==> src/rtl/spi_pkg.sv <==
// Shared types and constants for the SPI master clock/strobe controller.
package spi_pkg;

   localparam int DEF_DWIDTH = 8;
   localparam int SPR_W      = 2;
   localparam int EDGES      = 2 * DEF_DWIDTH;

   typedef enum logic [1:0] {
      IDLE   = 2'd0,
      ACTIVE = 2'd1,
      DONE   = 2'd2
   } spi_state_e;

   // SCK half-period in system clocks for a given baud select.
   function automatic int unsigned spr_to_half(input logic [SPR_W-1:0] spr);
      return 32'd1 << spr;
   endfunction

endpackage

==> src/rtl/spi_baud_gen.sv <==
// Half-period down-counter: one-cycle tick every (reload+1) clocks while enabled.
module spi_baud_gen #(
   parameter int CW = 3
) (
   input  logic          clk,
   input  logic          rst_n,
   input  logic          load,
   input  logic          en,
   input  logic [CW-1:0] reload,
   output logic          tick
);

   logic [CW-1:0] cnt_r;

   assign tick = en && (cnt_r == {CW{1'b0}});

   // Counter: load wins, then reload on tick, else count down while enabled.
   always_ff @(posedge clk or negedge rst_n) begin
      if (!rst_n) begin
         cnt_r <= {CW{1'b0}};
      end else if (load) begin
         cnt_r <= reload;
      end else if (tick) begin
         cnt_r <= reload;
      end else if (en) begin
         cnt_r <= cnt_r - CW'(1);
      end else begin
         cnt_r <= cnt_r;
      end
   end

endmodule

==> src/rtl/spi_clk_ctrl.sv <==
// SPI master transfer controller: generates SCK, SS_n and the shifter strobes,
// tracks the edge count and maintains the SPIF/WCOL status flags.
module spi_clk_ctrl #(
   parameter int DWIDTH = spi_pkg::DEF_DWIDTH,
   parameter int SPR_W  = spi_pkg::SPR_W
) (
   input  logic             clk,
   input  logic             rst_n,
   input  logic             SPE,
   input  logic             CPOL,
   input  logic             CPHA,
   input  logic [SPR_W-1:0] SPR,
   input  logic             SPDR_wr_en,
   input  logic             SPIF_clr,
   output logic             SCK,
   output logic             SS_n,
   output logic             Shift_en,
   output logic             Sample_en,
   output logic             Busy,
   output logic             SPIF,
   output logic             WCOL
);

   import spi_pkg::*;

   localparam int CW       = (1 << SPR_W) - 1;
   localparam int ECW      = $clog2(2 * DWIDTH) + 1;
   localparam int EDGE_CNT = EDGES * DWIDTH / DEF_DWIDTH;
   localparam logic [ECW-1:0] EDGE_LAST = ECW'(EDGE_CNT);
   localparam logic [ECW-1:0] EDGE_PEN  = ECW'(EDGE_CNT - 1);

   spi_state_e       state_r, state_s;
   logic             first_r, first_s;
   logic [ECW-1:0]   edge_cnt_r, edge_cnt_s;
   logic             cpol_lat_r, cpol_lat_s;
   logic             cpha_lat_r, cpha_lat_s;
   logic [SPR_W-1:0] spr_lat_r, spr_lat_s;
   logic             sck_r, sck_s, ss_n_r, ss_n_s, shift_r, shift_s;
   logic             sample_r, sample_s, busy_r, busy_s;
   logic             spif_r, spif_s, wcol_r, wcol_s;
   logic             baud_load_s, baud_en_s, tick_s, leading_s;
   logic [CW-1:0]    reload_s;

   assign reload_s  = CW'(spr_to_half(spr_lat_r) - 32'd1);
   assign leading_s = ~edge_cnt_r[0];

   spi_baud_gen #(.CW(CW)) u_baud (
      .clk    (clk),
      .rst_n  (rst_n),
      .load   (baud_load_s),
      .en     (baud_en_s),
      .reload (reload_s),
      .tick   (tick_s)
   );

   // State, config latches and registered outputs.
   always_ff @(posedge clk or negedge rst_n) begin
      if (!rst_n) begin
         state_r    <= IDLE;
         first_r    <= 1'b0;
         edge_cnt_r <= {ECW{1'b0}};
         cpol_lat_r <= 1'b0;
         cpha_lat_r <= 1'b0;
         spr_lat_r  <= {SPR_W{1'b0}};
         sck_r      <= 1'b0;
         ss_n_r     <= 1'b1;
         shift_r    <= 1'b0;
         sample_r   <= 1'b0;
         busy_r     <= 1'b0;
         spif_r     <= 1'b0;
         wcol_r     <= 1'b0;
      end else begin
         state_r    <= state_s;
         first_r    <= first_s;
         edge_cnt_r <= edge_cnt_s;
         cpol_lat_r <= cpol_lat_s;
         cpha_lat_r <= cpha_lat_s;
         spr_lat_r  <= spr_lat_s;
         sck_r      <= sck_s;
         ss_n_r     <= ss_n_s;
         shift_r    <= shift_s;
         sample_r   <= sample_s;
         busy_r     <= busy_s;
         spif_r     <= spif_s;
         wcol_r     <= wcol_s;
      end
   end

   // Next-state and next-output logic; flag sets take priority over SPIF_clr.
   always_comb begin
      state_s     = state_r;
      first_s     = 1'b0;
      edge_cnt_s  = edge_cnt_r;
      cpol_lat_s  = cpol_lat_r;
      cpha_lat_s  = cpha_lat_r;
      spr_lat_s   = spr_lat_r;
      sck_s       = sck_r;
      ss_n_s      = ss_n_r;
      shift_s     = 1'b0;
      sample_s    = 1'b0;
      busy_s      = busy_r;
      spif_s      = spif_r;
      wcol_s      = wcol_r;
      baud_load_s = 1'b0;
      baud_en_s   = 1'b0;

      if (SPIF_clr) begin
         spif_s = 1'b0;
         wcol_s = 1'b0;
      end else begin
         spif_s = spif_r;
      end
      if (SPDR_wr_en && busy_r) begin
         wcol_s = 1'b1;
      end else begin
         wcol_s = wcol_s;
      end

      case (state_r)
         IDLE: begin
            sck_s  = CPOL;
            ss_n_s = 1'b1;
            busy_s = 1'b0;
            if (SPDR_wr_en && SPE) begin
               state_s    = ACTIVE;
               first_s    = 1'b1;
               edge_cnt_s = {ECW{1'b0}};
               cpol_lat_s = CPOL;
               cpha_lat_s = CPHA;
               spr_lat_s  = SPR;
            end else begin
               state_s = IDLE;
            end
         end
         ACTIVE: begin
            if (!SPE) begin
               state_s = IDLE;
               sck_s   = CPOL;
               ss_n_s  = 1'b1;
               busy_s  = 1'b0;
            end else if (first_r) begin
               busy_s      = 1'b1;
               ss_n_s      = 1'b0;
               sck_s       = cpol_lat_r;
               spif_s      = 1'b0;
               shift_s     = ~cpha_lat_r;
               baud_load_s = 1'b1;
            end else begin
               baud_en_s = 1'b1;
               if (tick_s && (edge_cnt_r == EDGE_LAST)) begin
                  state_s = DONE;
               end else if (tick_s) begin
                  edge_cnt_s = edge_cnt_r + ECW'(1);
                  sck_s      = ~sck_r;
                  if (cpha_lat_r) begin
                     shift_s  = leading_s;
                     sample_s = ~leading_s;
                  end else begin
                     // No shift on the final trailing edge: all bits are out.
                     sample_s = leading_s;
                     shift_s  = ~leading_s && (edge_cnt_r != EDGE_PEN);
                  end
               end else begin
                  state_s = ACTIVE;
               end
            end
         end
         DONE: begin
            state_s = IDLE;
            ss_n_s  = 1'b1;
            busy_s  = 1'b0;
            spif_s  = 1'b1;
         end
         default: begin
            state_s = IDLE;
         end
      endcase
   end

   assign SCK       = sck_r;
   assign SS_n      = ss_n_r;
   assign Shift_en  = shift_r;
   assign Sample_en = sample_r;
   assign Busy      = busy_r;
   assign SPIF      = spif_r;
   assign WCOL      = wcol_r;

endmodule

==> config.mk <==
export PLATFORM = sky130hd
export DESIGN_NAME = spi_clk_ctrl
export DESIGN_NICKNAME = d
export VERILOG_FILES = /design/src/rtl/spi_pkg.sv /design/src/rtl/spi_baud_gen.sv /design/src/rtl/spi_clk_ctrl.sv
export SDC_FILE = /design/constraint.sdc
export NUM_CORES = 1
export LEC_CHECK = 0
export ABC_AREA = 1
export BUFFER_PORTS_ARGS = -buffer_cell sky130_fd_sc_hd__buf_4
export CORE_MARGIN = 4
export CORE_UTILIZATION = 55
export CTS_CLUSTER_DIAMETER = 60
export DETAILED_ROUTE_END_ITERATION = 12
export PLACE_DENSITY = 0.86
export SYNTH_ARGS = -nofsm -noshare
export SYNTH_HDL_FRONTEND = slang
export SYNTH_SLANG_ARGS = --single-unit
==> constraint.sdc <==
create_clock -name clk -period 3.4 [get_ports clk]
set_clock_uncertainty 0.2 [all_clocks]
set_input_delay 0.34 -clock clk [delete_from_list [all_inputs] [get_ports clk]]
set_output_delay 0.34 -clock clk [all_outputs]
set_load 0.03 [all_outputs]
==> reports/results.tsv <==
stage	metric	value	unit
clocking	H-Tree Level Count	1	
route	vias	1043	
place	Post-Place Cells	196	
sta	relative slew slack	75.3	%
route	drt total wl	2620	um
sta	Final Max Slew Viols	0	
power_and_ir_drop	maximum VDD drop	368	uV
sta	setup_tns	0	ns
setup_path	CP bufs+invs	1	
clocking	post-CTS setup buffers	0	
sta	Final min period	2.01	ns
synthesis	largest cells by area after synthesis	dfrtp_1, nand2_1, ha_1	
die	Die H	55.7	um
sta	f_max	498	MHz
clocking	clk_lat worst skew	0.31	ns
global_route	Total GRT Usage	19.1	%
synthesis	Avg Cell Area, Syn	8.19	sq um
cells_and_area	Post-layout nets	192	
cells_and_area	most common library cell in the layout ignoring fill and taps	nand2_1	
setup_path	data arrival time of the worst path	2.02	ns
synthesis	syn nets	171	
setup_path	Setup CP Type	register to register	
setup_path	CP delay by family, top	simple AND/OR/NAND/NOR gates	
min_path	Hold WC Path Type	input pin to register	
setup_path	crit path max fanout	8	
route	vias per cell	5.19	
cells_and_area	most frequent cells in the layout	nand2_1, dfrtp_1, inv_1	
clocking	clock buffer depth	2	
clocking	TritonCTS buffer count	3	
run_status	status	completed	
sta	setup violators final	0	
place	port bufs	15	
route	antenna viol nets, final	0	
global_route	first-pass GRT wire length	4800	um
setup_path	CP Data Required Time	3.41	ns
power_and_ir_drop	Leak Pwr	0.777	nW
power_and_ir_drop	Power Density	540	nW/um^2
sta	Final period util	59.1	%
setup_path	Setup crit start kind	register	
sta	worst slew pin tran	0.367	ns
synthesis	Gate Count Post-Synth	153	
route	drt first-iter violations	29	
sta	Final Hold Fails	0	
route	drt drc	0	
run	max-cap check violation count	0	
die	Initial Utilization	57.2	%
place	Detailed Place HPWL	1970	um
die	Top Ports	16	
sta	WHS	0.0197	ns
die	# rows	17	
cells_and_area	number of diodes	0	
cells_and_area	share of cells above drive strength 1	16.2	%
synthesis	Syn Std Cell Area	1250	sq um
clocking	CTS sink cnt	22	
synthesis	#FFs+latches synth	22	
global_route	pin count of the biggest net entering global routing	23	
synthesis	warnings from Yosys	0	
setup_path	slowest CP cell	dfrtp_1	
route	drt first pass iters	4	
die	Chip Width	55.7	um
setup_path	cells along the critical path	inv_1 > ha_1 > nand2_4 > nor2_8 > nand2_4 > a21oi_4 > nand2_2 > nand2_1 > nand2_1	
synthesis	count of cell types in the netlist	22	
die	die area	3110	sq um
setup_path	Crit. End Element	register	
place	GP Congestion	0.833	
clocking	CTS Hold Bufs	1	
clocking	Worst-path clk slew	0.12	ns
clocking	Post-CTS Resized	0	
synthesis	cell type with the largest total area after synthesis	dfrtp_1	
setup_path	crit-path max cell delay	0.43	ns
global_route	initial antenna violation count	0	
synthesis	sequential fraction of the synthesis area	44.0	%
global_route	number of global-route vias before repair	1087	
global_route	Overflow after GRT	0	
cells_and_area	Area growth syn-to-layout	15.5	%
die	core area	2190	sq um
synthesis	Synth top area share	41.9	%
clocking	Clock Tree Root	clkbuf_4	
route	drt wl/cell	13.0	um
sta	unrepaired setup endpoints after global routing	no	
cells_and_area	Post-Layout Cell Count	201	
clocking	CTS tree	done	
-- through the flow --
| stage | cell area, sq um | setup slack (ns) | power (mW) | utilization, % |
|---|---|---|---|---|
| after floorplan | 1250 | 1.59 | 0.560 | - |
| after global placement | 1400 | 1.51 | 0.629 | 64.0 |
| after detailed placement | 1400 | 1.42 | 0.641 | 64.0 |
| after CTS | 1450 | 1.39 | 0.789 | 66.1 |
| after global routing | 1450 | 1.21 | 0.852 | 66.1 |
| final | 1450 | 1.39 | 0.781 | 66.1 |
-- where the power goes --
part / internal, mW / switching [mW] / total [mW]
clock network: 0.0654 / 0.0786 / 0.144
logic: 0.107 / 0.169 / 0.276
registers: 0.313 / 0.0485 / 0.361
total: 0.485 / 0.296 / 0.781
-- flip-flops by register name (all words and copies together), names as in the netlist --
register,count
Busy,1
SCK,1
SPIF,1
SS_n,1
Sample_en,1
Shift_en,1
WCOL,1
cpha_lat_r,1
cpol_lat_r,1
edge_cnt_r,5
first_r,1
spr_lat_r,2
state_r,2
u_baud.cnt_r,3
-- worst paths after layout --
| path | from | to | slack (ns) | cells past startpoint |
|---|---|---|---|---|
| worst max-delay path | state_r[1] | edge_cnt_r[3] | 1.39 | 9 |
| worst min-delay path | CPHA | cpha_lat_r | 0.02 | 3 |
| worst max register to register | state_r[1] | edge_cnt_r[3] | 1.39 | 9 |
| worst min register to register | cpol_lat_r | cpol_lat_r | 0.31 | 2 |
| max in group asynchronous | rst_n | SS_n | 2.46 | 2 |
| min in group asynchronous | rst_n | Sample_en | 0.27 | 2 |
-- per-layer routing --
metal  track usage [%]  part of all wire (%)  up-vias
met3              3.02                   2.4        5
met5                 0                     0        -
met4              6.25                   1.3        0
met2              33.8                    53       15
li1                  -                     -      528
met1              23.6                    44      495
-- final cells by class --
type	count	area, sq um
Inverter	19	71.3
Fill cell	186	743
Tap cell	28	35.0
Clock buffer	4	36.3
Timing Repair Buffer	16	123
Sequential cell	22	552
Multi-Input combinational cell	112	631
-- cell usage after synthesis --
master,instances
nor2_4,2
dfrtp_1,21
nand2_1,50
a21boi_0,2
nor2_8,1
nand3b_1,2
a21oi_1,3
nand3_1,16
o21ai_0,6
a22o_1,1
or2_2,1
nand4_1,1
inv_1,19
ha_1,9
nand2_4,2
nor2_1,10
nand2_2,1
dfstp_2,1
a21oi_4,1
o22ai_1,1
o21a_1,2
nor3b_1,1
-- cell families after synthesis --
| group | after synthesis | share of synthesized area (%) |
|---|---|---|
| and+or+nand+nor | 87 | 32.8 |
| DFF | 22 | 44.0 |
| buffers and inverters | 19 | 5.69 |
| adders and majority gates | 9 | 8.98 |
| AOI/OAI and AO/OA | 16 | 8.48 |
-- worst min-delay path: stages --
cell     delay, ns
buf_4         0.08
nand2_1       0.04
nand2_1       0.04
Power figures use the tool's default switching activity.
